==> config.mk <==
export PLATFORM = sky130hd
export DESIGN_NAME = demux_buf
export DESIGN_NICKNAME = d
export VERILOG_FILES = /design/src/rtl/demux_buf.sv
export SDC_FILE = /design/constraint.sdc
export NUM_CORES = 1
export LEC_CHECK = 0
export ABC_AREA = 1
export CORE_UTILIZATION = 50
export DETAILED_ROUTE_END_ITERATION = 16
export PLACE_DENSITY_LB_ADDON = 0.15
export SLEW_MARGIN = 20
export SYNTH_ARGS = -nofsm -noshare
export SYNTH_HDL_FRONTEND = slang
export SYNTH_SLANG_ARGS = --single-unit
==> constraint.sdc <==
create_clock -name clk -period 2.01 [get_ports clk]
set_input_delay 0.201 -clock clk [delete_from_list [all_inputs] [get_ports clk]]
set_output_delay 0.201 -clock clk [all_outputs]
set_load 0.01 [all_outputs]
==> src/rtl/demux_buf.sv <==
// ---------------------------------------------------------------------------
// demux_buf : registered 1:2 demultiplexer, one valid/ready FIFO per output
// Revision  : 1.0
// ---------------------------------------------------------------------------
`default_nettype none

module demux_buf #(
  parameter int WIDTH = 1,
  parameter int DEPTH = 2
) (
  input  logic                       clk,
  input  logic                       rst,
  input  logic [WIDTH-1:0]           in,
  input  logic                       s,
  input  logic                       in_valid,
  output logic                       in_ready,
  output logic [WIDTH-1:0]           out1,
  output logic                       out1_valid,
  input  logic                       out1_ready,
  output logic [WIDTH-1:0]           out2,
  output logic                       out2_valid,
  input  logic                       out2_ready,
  output logic [$clog2(DEPTH):0]     cnt1,
  output logic [$clog2(DEPTH):0]     cnt2
);

  localparam int AW = $clog2(DEPTH);
  localparam int CW = AW + 1;
  localparam logic [CW-1:0] c_full = CW'(DEPTH);

  logic [WIDTH-1:0] w_head  [2];
  logic [CW-1:0]    w_cnt   [2];
  logic [1:0]       w_oready;
  logic [1:0]       w_push;
  logic [1:0]       w_pop;

  assign w_oready = {out2_ready, out1_ready};

  // Readiness looks only at the selected channel's registered count, so a
  // full FIFO is never relieved by a same-cycle pop.
  assign in_ready = s ? (w_cnt[1] != c_full) : (w_cnt[0] != c_full);

  for (genvar k = 0; k < 2; k++) begin : g_ch
    logic [WIDTH-1:0] r_mem [DEPTH];
    logic [AW-1:0]    r_wr;
    logic [AW-1:0]    r_rd;
    logic [CW-1:0]    r_cnt;

    assign w_push[k] = in_valid & in_ready & (s == 1'(k));
    assign w_pop[k]  = (r_cnt != '0) & w_oready[k];
    assign w_head[k] = r_mem[r_rd];
    assign w_cnt[k]  = r_cnt;

    always_ff @(posedge clk) begin
      if (rst) begin
        r_wr  <= '0;
        r_rd  <= '0;
        r_cnt <= '0;
        for (int i = 0; i < DEPTH; i++) begin
          r_mem[i] <= '0;
        end
      end else begin
        if (w_push[k]) begin
          r_mem[r_wr] <= in;
          r_wr        <= r_wr + 1'b1;
        end
        if (w_pop[k]) begin
          r_rd <= r_rd + 1'b1;
        end
        case ({w_push[k], w_pop[k]})
          2'b10:   r_cnt <= r_cnt + 1'b1;
          2'b01:   r_cnt <= r_cnt - 1'b1;
          default: r_cnt <= r_cnt;
        endcase
      end
    end
  end

  assign out1       = w_head[0];
  assign out2       = w_head[1];
  assign cnt1       = w_cnt[0];
  assign cnt2       = w_cnt[1];
  assign out1_valid = (w_cnt[0] != '0);
  assign out2_valid = (w_cnt[1] != '0);

endmodule

`default_nettype wire

-- After elaboration in Yosys (flattened, before gate mapping)
Memories as Yosys holds them, arrays and structs flattened. A register that Yosys moved wholly into a read port is not among the register bits.
Index checks and enable logic that the tools add are counted.
- input port bits: 7
- word-level logic and storage cells: 55
- memories: 2
- output and inout port bits: 9
- register bits after elaboration: 8
- RAM bits: 4
- equal/unequal tests: 6
- $add $sub $neg: 8
- muxes and demuxes: 21
- reductions and logical operators: 6
- bitwise gates (word level): 6
- memory list (name ; words ; bits a word ; read ports ; clocked after memory_dff ; write ports ; RTL line ; source):
    g_ch[0].r_mem ; 2 ; 1 ; 1 ; 1 ; 2 ; 44 ; logic [WIDTH-1:0] r_mem [DEPTH];
    g_ch[1].r_mem ; 2 ; 1 ; 1 ; 1 ; 2 ; 44 ;
- operators by type and width (cell ; count):
    1-bit two-way mux ; 19
    2-bit one-hot mux with 2 select lines ; 2
    2-bit nonzero test ; 4
    1-bit AND ; 5
    1-bit adder (second input constant) ; 4
    2-bit by 1-bit adder with 2-bit output (second input constant) ; 2
    2-bit by 1-bit == test with 1-bit output (second input constant) ; 2
    2-bit == test (second input constant) ; 2
    2-bit != test (second input constant) ; 2
    2-bit by 1-bit subtractor with 2-bit output (second input constant) ; 2
    1-bit OR reduction ; 2
    1-bit NOT ; 1

-- Longest topological paths before layout
- word-level depth: 9
- gate-level depth with buffers: 9
- gate-level depth less buffers: 9

-- Worst setup path before layout
OpenSTA, ideal clock, no wires.
- path type: reg-to-reg
- start point: reg g_ch[0].r_cnt[1] (netlist: cnt1[1])
- end point: reg g_ch[0].r_cnt[1] (netlist: cnt1[1])
- stages on the path, launching flop included: 9
- data required time: 1.940 ns
- buffers on the path: 0
- period minus slack after synthesis: 1.429 ns
- data arrival time: 1.359 ns
- slack: 0.581 ns
- library setup time: 0.070 ns
- path through: dfxtp_1 > inv_2 > o211ai_2 > ha_1 > inv_1 > nand2_1 > nor2_1 > o21ai_1 > a21oi_1
- cells in the longest elaborated chain, start to end: 6
- elaborated cells between the ends (all ways): 12
- classes of those cells: 2 x add/sub; 3 x eq/ne; 2 x mux; 3 x bitwise; 2 x reduce/logical
- RTL lines (element ; RTL line ; source):
    start: declaration ; 47 ; logic [CW-1:0] r_cnt;
    start signal: assignment ; 71 ; 2'b10: r_cnt <= r_cnt + 1'b1;
    start signal: assignment ; 72 ; 2'b01: r_cnt <= r_cnt - 1'b1;
    start signal: assignment ; 73 ; default: r_cnt <= r_cnt;
    2-bit != test ; 41 ; assign in_ready = s ? (w_cnt[1] != c_full) : (w_cnt[0] != c_full);
    1-bit two-way mux ; 41 ;
    1-bit AND (2 in a row) ; 49 ; assign w_push[k] = in_valid & in_ready & (s == 1'(k));
    2-bit by 1-bit == test with 1-bit output or 2-bit == test (tied branches) ; 70 ; case ({w_push[k], w_pop[k]})
    2-bit one-hot mux with 2 select lines or 2-bit nonzero test (tied branches) ; -- ;
Several ways; a longest one is shown, not always the timed one.
A chain may end at the register's enable or synchronous reset.

-- Worst setup path in the final report
- start point: reg g_ch[1].r_cnt[0] (netlist: cnt2[0])
- end point: out in_ready
- cells in the longest elaborated chain, start to end: 2
- RTL lines (element ; RTL line ; source):
    start: declaration ; 47 ;
    start signal: assignment ; 71 ;
    start signal: assignment ; 72 ;
    start signal: assignment ; 73 ;
    2-bit != test ; 41 ;
    1-bit two-way mux ; 41 ;
    end: declaration ; 16 ; output logic in_ready,
Every way passes these cells.

==> run summary <==
Inserted Clock Buffers: 3
yosys warns: 0
CTS tree: done
max cap viols: 0
Clock Latency Late Sink: 0.27 ns
vias: 536
Clock Skew: 0.000754 ns
Setup WS post-layout: 0.240 ns
crit path max fanout: 8
maximum VDD drop: 0.444 mV
setup TNS: 0 ns
final setup vio count: 0
Routed WL: 1130 um
run status: finished, final reports clean
net count after synthesis: 85
Startpoint Class: flip-flop
count of pins over their slew limit: 0
Post-CTS Setup Inserts: 0
Critical Path AT: 1.57 ns
sequential area share after synthesis: 48.3%
Filler cells: 103
Worst Hold Class: reg2reg
RD Place Congestion: 0.646
largest net degree at the start of global routing: 14
clock tree buffer depth: 2
DR WL/cell: 10.6 um
Root Buffer Master: clkbuf_4
Cell Area, Placed: 823 um^2
grt total ovfl: 0
Die Y: 38.4 um
CP endpoint kind: primary output
H-tree levels: 1
Yosys cell types: 23
# port buffers: 15
Tcrit/Tclk final: 88.0%
DRT antenna net count: 0
Pleak: 0.000347 uW
Via density: 5.01
Final Hold Fails: 0
Initial Utilization: 56.6%
Syn Inst Count: 76
Rows: 12
Slew headroom: 81.7%
vias in the first global route: 466
initial antenna violation count: 0
worst slew pin tran: 0.274 ns
antenna fix cells: 0
Clock Sinks: 14
Hold-fix buffers, CTS: 0
WP data required: 1.81 ns
First DRT Iteration DRCs: 9
DP HPWL: 847 um
Post-CTS Resized: 0
Tot GR Track Use: 19.1%
Mapped Avg Cell Area: 8.73 um^2
Final min period: 1.77 ns
Reg clk slew, reported paths: 0.08 ns
Die X: 38.4 um
RSZ-0062 raised after global routing: no
max frequency: 565 MHz
DR DRC count: 0
critical path class: reg2out
first-pass GRT wire length: 1940 um
#FFs+latches synth: 14
I/O pins: 16
core area: 1170 um^2
synthesis-to-finish area growth: 27.5%
pre-CTS setup slack: 0.243 ns
layout cells sized above 1: 17.2%
fin area: 846 um^2
drt pass-1 iters: 4
Final nets: 104
Util after Layout: 72.2%
post-synthesis cell area: 663 um^2
Cell Pwr Density: 878 nW/um^2
die outline area: 1480 um^2
==> cell usage in the layout, fill, tap and decap left out, types with 2 or more instances in the layout <==
cell	n
inv_1	7
a21oi_1	9
o21ai_1	5
or2_2	2
clkbuf_4	3
mux2_2	2
edfxtp_1	4
nor3_1	2
nor2_1	5
nand2_1	11
dfxtp_1	10
o21ai_0	4
inv_2	2
clkdlybuf4s50_1	15
nor2_2	2
ha_1	2
==> Yosys cell counts (all sizes together) <==
| cell type | count | area [um^2] |
|---|---|---|
| nand2 | 12 | 47.6 |
| or2 | 2 | 12.5 |
| ha | 2 | 25.0 |
| o21a | 2 | 16.3 |
| a21oi | 9 | 45.0 |
| nand3 | 2 | 15.0 |
| nor3 | 2 | 10.0 |
| buf | 1 | 7.51 |
| nor2 | 7 | 31.3 |
| o211ai | 1 | 12.5 |
| nand4 | 1 | 6.26 |
| mux2 | 2 | 22.5 |
| o21ai | 9 | 45.0 |
| nor4 | 1 | 12.5 |
| dfxtp | 10 | 200 |
| edfxtp | 4 | 120 |
| inv | 9 | 33.8 |
==> final cells by class <==
cell class,instances,area (um^2),area share [%]
clock buffers,3,22.5,2.66
inverters,9,33.8,3.99
multi-input cells,52,302,35.7
flip-flops and latches,14,320,37.9
well taps,14,17.5,2.07
repair buffers,15,150,17.8
==> through the flow <==
stage	std cells	hold slack, ns	total power, uW
after floorplan	76	0.270	493
after global placement	104	0.440	589
after detailed placement	104	0.453	596
after CTS	107	0.465	749
after global routing	107	0.484	791
final	107	0.464	743
==> where the power goes <==
part	internal [uW]	switching, uW
logic	123	105
clock network	69.2	83.1
registers	327	35.6
==> worst paths after layout <==
check                                               start                    to  slack (ns)  cells after the start
worst max-delay path                 cnt2[0]$_SDFFE_PP0P_              in_ready        0.24                      5
worst min-delay path            g_ch[1].r_rd$_SDFFE_PP0P_             flip-flop        0.46                      1
worst max register to register       cnt2[0]$_SDFFE_PP0P_  cnt2[1]$_SDFFE_PP0P_        0.46                      9
worst min register to register  g_ch[1].r_rd$_SDFFE_PP0P_             flip-flop        0.46                      1
==> layer usage <==
layer	global-route usage (%)	routed length (um)
met5	0	0
met4	7.76	11
met3	3.49	59
met2	27.1	490
met1	28.2	570
==> logic make-up after synthesis <==
logic type                 after synthesis  share of synthesized area (%)
DFF                                     14                           48.3
muxes                                    2                           3.40
and+or+nand+nor                         27                           20.4
buffers and inverters                   10                           6.23
adders and majority gates                2                           3.77
AOI/OAI and AO/OA                       21                           17.9
==> worst max-delay path, cell delays in order (launching register included) <==
cell             delay (ns)
dfxtp_1                0.45
inv_1                  0.06
nand2_1                0.11
o21ai_0                0.09
inv_1                  0.06
clkdlybuf4s50_1        0.52
No activity file was read; power rests on OpenSTA's default activity.
